## src/rtl/uart_tx_fifo.sv

```systemverilog
// uart_tx_fifo: parametrised UART transmitter fed by a valid/ready FIFO
module uart_tx_fifo #(
  parameter int DATA_BITS  = 8,
  parameter int PARITY     = 1,
  parameter int STOP_BITS  = 1,
  parameter int CLK_HZ     = 10000,
  parameter int BAUD       = 1000,
  parameter int FIFO_DEPTH = 4
) (
  input  logic                        clk,
  input  logic                        reset,
  input  logic [DATA_BITS-1:0]        in_data,
  input  logic                        in_valid,
  output logic                        in_ready,
  output logic                        tx,
  output logic                        busy,
  output logic                        tx_done,
  output logic [$clog2(FIFO_DEPTH):0] fifo_count
);
  localparam int DIV = CLK_HZ / BAUD;
  localparam int AW  = $clog2(FIFO_DEPTH);
  localparam int CW  = $clog2(DIV);
  localparam int BW  = $clog2(DATA_BITS);
  typedef enum logic [2:0] {IDLE, START, DATA, PAR, STOP} state_t;
  state_t               state;
  logic [DATA_BITS-1:0] mem [FIFO_DEPTH];
  logic [DATA_BITS-1:0] head, shreg;
  logic [AW-1:0]        wr_ptr, rd_ptr;
  logic [CW-1:0]        cnt;
  logic [BW-1:0]        idx;
  logic                 par, tick, last_stop, push, pop;
  always_comb begin
    head      = mem[rd_ptr];
    tick      = cnt == CW'(DIV - 1);
    last_stop = idx == BW'(STOP_BITS - 1);
    in_ready  = fifo_count != (AW+1)'(FIFO_DEPTH);
    push      = in_valid && in_ready;
    pop       = fifo_count != '0 && (state == IDLE || (state == STOP && tick && last_stop));
  end
  always_ff @(posedge clk)
    if (push) mem[wr_ptr] <= in_data;
  // A pop always starts a frame, so it overrides the per-state bit sequencing.
  always_ff @(posedge clk)
    if (!reset) begin
      wr_ptr     <= '0;
      rd_ptr     <= '0;
      fifo_count <= '0;
      state      <= IDLE;
      cnt        <= '0;
      idx        <= '0;
      shreg      <= '0;
      par        <= 1'b0;
      tx         <= 1'b1;
      busy       <= 1'b0;
      tx_done    <= 1'b0;
    end else begin
      if (push) wr_ptr <= wr_ptr + AW'(1);
      if (pop) rd_ptr <= rd_ptr + AW'(1);
      fifo_count <= fifo_count + (AW+1)'(push) - (AW+1)'(pop);
      cnt        <= (state == IDLE || tick) ? '0 : cnt + CW'(1);
      tx_done    <= state == STOP && last_stop && cnt == CW'(DIV - 2);
      if (pop) begin
        state <= START;
        shreg <= head;
        par   <= (^head) ^ (PARITY == 2);
        idx   <= '0;
        tx    <= 1'b0;
        busy  <= 1'b1;
      end else
        case (state)
          IDLE: ;
          START:
            if (tick) begin
              state <= DATA;
              idx   <= '0;
              tx    <= shreg[0];
              shreg <= shreg >> 1;
            end
          DATA:
            if (tick) begin
              if (idx == BW'(DATA_BITS - 1)) begin
                state <= PARITY != 0 ? PAR : STOP;
                idx   <= '0;
                tx    <= PARITY != 0 ? par : 1'b1;
              end else begin
                idx   <= idx + BW'(1);
                tx    <= shreg[0];
                shreg <= shreg >> 1;
              end
            end
          PAR:
            if (tick) begin
              state <= STOP;
              idx   <= '0;
              tx    <= 1'b1;
            end
          STOP:
            if (tick) begin
              if (last_stop) begin
                state <= IDLE;
                busy  <= 1'b0;
                tx    <= 1'b1;
              end else
                idx <= idx + BW'(1);
            end
          default: begin
            state <= IDLE;
            busy  <= 1'b0;
            tx    <= 1'b1;
          end
        endcase
    end
endmodule

```

## config.mk

```make
export PLATFORM = sky130hd
export DESIGN_NAME = uart_tx_fifo
export DESIGN_NICKNAME = d
export VERILOG_FILES = /design/src/rtl/uart_tx_fifo.sv
export SDC_FILE = /design/constraint.sdc
export NUM_CORES = 1
export LEC_CHECK = 0
export CAP_MARGIN = 10
export CORE_MARGIN = 2
export CORE_UTILIZATION = 41
export CTS_CLUSTER_SIZE = 12
export DETAILED_ROUTE_END_ITERATION = 8
export SYNTH_ARGS = -nofsm -noshare
export SYNTH_HDL_FRONTEND = slang
export SYNTH_SLANG_ARGS = --single-unit
```

## constraint.sdc

```tcl
create_clock -name clk -period 3.2 [get_ports clk]
set_input_delay 0.64 -clock clk [delete_from_list [all_inputs] [get_ports clk]]
set_output_delay 0.64 -clock clk [all_outputs]
set_load 0.01 [all_outputs]
```

**Word-level counts from Yosys, hierarchy flattened**

Memories as Yosys holds them, arrays and structs flattened. A register that Yosys moved wholly into a read port is not among the register bits.
Index checks and enable logic that the tools add are counted.
W data, S select, Z words.

- Memory bits (writable): 32
- Memories kept: 1
- Register bits: 29
- Input bits: 11

Memory list:

| name | depth | width | read ports | clocked after Yosys merged registers in | write ports | RTL line | source |
|---|---|---|---|---|---|---|---|
| mem | 4 | 8 | 1 | 1 | 1 | 26 | `logic [DATA_BITS-1:0] mem [FIFO_DEPTH];` |

- Bitwise operators: 2
- Muxes and demuxes: 35
- Reduce and logical (&&, ||, !) cells: 24
- $add $sub $neg: 6
- Eq/ne operators: 25

Operators by type and width:

| cell | number |
|---|---|
| $mux W3 | 11 |
| $mux W8 | 4 |
| $ne A3 B3 Y1 const B | 8 |
| $ne A2 B2 Y1 const B | 8 |
| $pmux W8 S2 | 1 |
| $pmux W3 S5 | 1 |
| $reduce_and A7 Y1 | 2 |
| $mux W1 | 13 |
| $pmux W3 S3 | 1 |
| $reduce_bool A3 Y1 | 3 |
| $eq A4 B4 Y1 const B | 2 |
| $reduce_xor A8 Y1 | 1 |
| $eq A3 B2 Y1 const B | 2 |
| $eq A3 B3 Y1 const B | 2 |
| $logic_and A1 B1 Y1 | 6 |
| $logic_not A3 Y1 | 2 |
| $reduce_and A6 Y1 | 1 |
| $reduce_or A2 Y1 | 3 |
| $pmux W1 S5 | 1 |
| $reduce_and A5 Y1 | 1 |
| $add A2 B1 Y2 const B | 2 |
| $add A4 B1 Y4 const B | 1 |
| $mux W2 | 2 |
| $ne A2 B1 Y1 const B | 2 |
| other kinds (10) | 12 |

**Depth between registers and ports, before layout**

- Word-level depth: 7
- Gate-level depth with buffers: 13
- Mapped depth without buffers: 12

**Worst setup path after synthesis**

OpenSTA, ideal clock, no wires.

- Kind: register -> register
- Start point: register cnt[1]
- End point: register fifo_count[2]
- Path buffers: 1
- Slack: 0.824 ns
- Required time: 3.072 ns
- Clock period less this slack: 2.376 ns
- Arrival: 2.248 ns
- Cell stages (with the launch flop): 14
- Library setup time: 0.128 ns
- Cell sequence: dfxtp_1 -> inv_1 -> ha_1 -> nand3b_1 -> nor2_1 -> o21ai_1 -> buf_2 -> xnor2_1 -> ha_1 -> inv_1 -> fa_1 -> xor2_1 -> xnor2_1 -> nor2_1

- Word-level cells in the longest chain between the ends: 6

Ends and longest elaborated chain:

| element | RTL line | source |
|---|---|---|
| start: declaration | 29 | `logic [CW-1:0] cnt;` |
| start signal: assignment | 60 | `cnt <= (state == IDLE \|\| tick) ? '0 : cnt + CW'(1);` |
| $eq A4 B4 Y1 | 34 | `tick = cnt == CW'(DIV - 1);` |
| $logic_and A1 B1 Y1 (2 in series) | 38 | `pop = fifo_count != '0 && (state == IDLE \|\| (state == STOP && tick && last_stop));` |
| $logic_or A1 B1 Y1 | 38 |  |
| $logic_and A1 B1 Y1 | 38 |  |
| $sub A3 B1 Y3 | 59 | `fifo_count <= fifo_count + (AW+1)'(push) - (AW+1)'(pop);` |
| end signal: assignment | 59 |  |
| end: declaration | 18 | `output logic [$clog2(FIFO_DEPTH):0] fifo_count` |

No other way between the ends.
A chain may end at the register's enable or synchronous reset.

**Final worst setup path**

- Start point: register cnt[0]
- End point: register fifo_count[2]

The elaborated chain is that of the path after synthesis.

==> reports/qor.yml <==
clk_pin_slew_worst_paths_ns: 0.07
p_total_uw: 2580
max_freq_ghz: 0.424
highest_layer: "met4"
wl_per_cell_um: 14.3
drc_errors: 0
status: "finished clean"
initial_core_util_pct: 42.8
async_flop_share_pct: 0
post-place-ws_ns: 0.578
diodes: 0
cts_tree: "done"
coreArea_sq_mm: 0.00642
timing.rr.start: "cnt[0]$_SDFF_PP0_"
worst-path-stages: 11
drt_wl_total_um: 4750
drtAntennaViolNets: 0
drive_gt1_share_pct: 10.6
grt_overflow: 0
synth.distinct_cells: 39
cts_htree_levels: 3
path_buf_inv: 1
ys_seq_area_share_pct: 57.5
r2r-end: "fifo_count[2]$_SDFF_PN0_"
critPathCaptureType: "register"
final_common_cell: "edfxtp_1"
grt_max_degree: 19
vias: 1687
hold_buffers: 0
worst_pin_slew_ns: 0.855
leakage_uw: 0.00111
cpPeakStageDelay_ns: 0.40
route.met2.wl_um: 2100
tns_ns: 0
clockBufferDepth: 2
wl_met3_um: 169
postCtsResizedCells: 0
synth_top_flop_cell: "edfxtp_1"
cts_buffers: 9
clockRootBuffer: "clkbuf_8"
first_pass_iters: 4
cp_cell_sequence: "ha_1 -> nand3b_1 -> nor2_1 -> o21ai_1 -> xnor2_1 -> ha_1 -> inv_1 -> fa_1 -> xor2_1 -> xnor2_1 -> nor2_1"
cts.sinks: 63
crit_family: "adder cells"
cp.required_ns: 3.41
portBuffers: 17
holdCritPathClass: "reg2reg"
area_growth_pct: 15.6
grt_use_total_pct: 14.5
r2r_cells: 11
cp_slowest_cell: "dfxtp_1"
drtIter0Drc: 114
worst_slack_ns: 0.844
r2r_setup_slack_ns: 0.84
dp_hpwl_um: 3310
wl_met1_um: 2370
grt_antenna_before_repair: 0
cts_setup_buffers: 0
ys_warn_count: 0
endpoint: "fifo_count[2]$_SDFF_PN0_"
hold_viol_final: 0
critPathLaunchType: "register"
grt_setup_unrepaired: "no"
grt_pass1_vias: 1705
cap_violations: 0
grt_pass1_wl_um: 8080
dieHeight_um: 85.9
synthCells: 230
fillers: 584
finalCritPeriodShare_pct: 73.6
critPathLaunch: "cnt[0]$_SDFF_PP0_"
clock-skew-final_ns: 0.0132
synth_fp_nets: 253
cp_data_arrival_time_ns: 2.57
drv_slew: 0
gp_congestion: 0.817
syn_avg_cell_area_sq_um: 12.0
vias_per_cell: 5.08
fin_nets: 273
synth_area_sq_mm: 0.00275
die_area_sq_mm: 0.00738
clk_latency_ns: 0.34
power.density_mw_per_mm2: 811
seq_area_sq_mm: 0.00158
synth-edff-count: 32
die_w_um: 85.9
num_rows: 29
ir_drop_mv: 0.409
fin_hold_ws_ns: 0.468
final_cell_mix: "32 x edfxtp_1, 31 x nor2_1, 31 x dfxtp_1, 17 x clkdlybuf4s50_1"
relSlewSlack_pct: 42.9
setup_violations: 0
cp_max_fo: 5
multi_input_area_sq_mm: 0.00108
crit_type: "reg2reg"
pin_count: 18
min_period_ns: 2.36
synth-seq-cells: 63
[logic make-up (layout without fill, tap and decap cells)]
logic type	after synthesis	count (layout)	share of synthesized area (%)
xor+xnor	16	16	5.10
flops	63	63	57.5
mux	13	13	8.47
buf+inv	20	45	3.23
fa+ha+maj	12	12	5.74
simple gates	74	74	12.9
compound gates	32	32	7.06
[through the flow]
step	area, sq um	utilization, %	instances
finish	3180	49.5	332
global route	3180	49.5	332
CTS	3180	49.5	332
detailed placement	2980	46.4	316
global placement	2980	46.4	316
floorplan	2750	-	230
[flip-flops by register name (all words and copies together) (netlist names), 2 cells and up, named ones only]
| register | count |
|---|---|
| idx | 3 |
| shreg | 8 |
| fifo_count | 3 |
| mem | 32 |
| state | 3 |
| wr_ptr | 2 |
| rd_ptr | 2 |
| cnt | 4 |
[cells in the mapped netlist, types with 4 or more instances]
library cell	number	area share (%)
xnor2_1	12	3.8
a22oi_1	5	1.4
ha_1	11	5.0
nand3_1	7	1.3
clkbuf_1	4	0.55
nor2_1	31	4.2
and3_1	4	0.91
dfxtp_1	31	23
o21ai_0	5	0.91
xor2_1	4	1.3
inv_1	9	1.2
mux4_2	8	6.6
nand2_1	13	1.8
a21oi_1	13	2.4
buf_2	4	0.73
edfxtp_1	32	35
[tightest hold or removal path, stage by stage, from the launching register on]
cell     delay (ns)
dfxtp_1        0.31
nand3_1        0.06
a21oi_1        0.06
[worst min path at each step]
| stage | from | endpoint | slack (ns) | depth (start not counted) |
|---|---|---|---|---|
| floorplan | cnt[0]$_SDFF_PP0_ | cnt[0]$_SDFF_PP0_ | 0.44 | 1 |
| global placement | shreg[7]$_SDFFE_PN0P_ | shreg[7]$_SDFFE_PN0P_ | 0.46 | 2 |
| detailed placement | shreg[7]$_SDFFE_PN0P_ | shreg[7]$_SDFFE_PN0P_ | 0.46 | 2 |
| CTS | shreg[7]$_SDFFE_PN0P_ | shreg[7]$_SDFFE_PN0P_ | 0.47 | 2 |
| global route | shreg[7]$_SDFFE_PN0P_ | shreg[7]$_SDFFE_PN0P_ | 0.49 | 2 |
| finish | shreg[7]$_SDFFE_PN0P_ | shreg[7]$_SDFFE_PN0P_ | 0.47 | 2 |
[area by class of cell]
type                       instances  share of cell area, %
clock buffer                       9                   3.90
clock inverter                     7                   2.32
inverter                          10                   1.18
multi-input combinational        147                   34.0
sequential                        63                   49.8
tap                               77                   3.03
timing repair buffer              19                   5.83
[layer usage]
layer  vias up  GRT usage, %
met5         -             0
met4         0          8.23
met3         8          4.33
met2        34          21.5
met1       784          19.0
li1        861             -
[power by group]
part | total, uW | switching, uW | internal [uW]
Sequential | 1120 | 119 | 999
Combinational | 780 | 384 | 395
Clock | 679 | 321 | 359
Power figures use the tool's default switching activity.
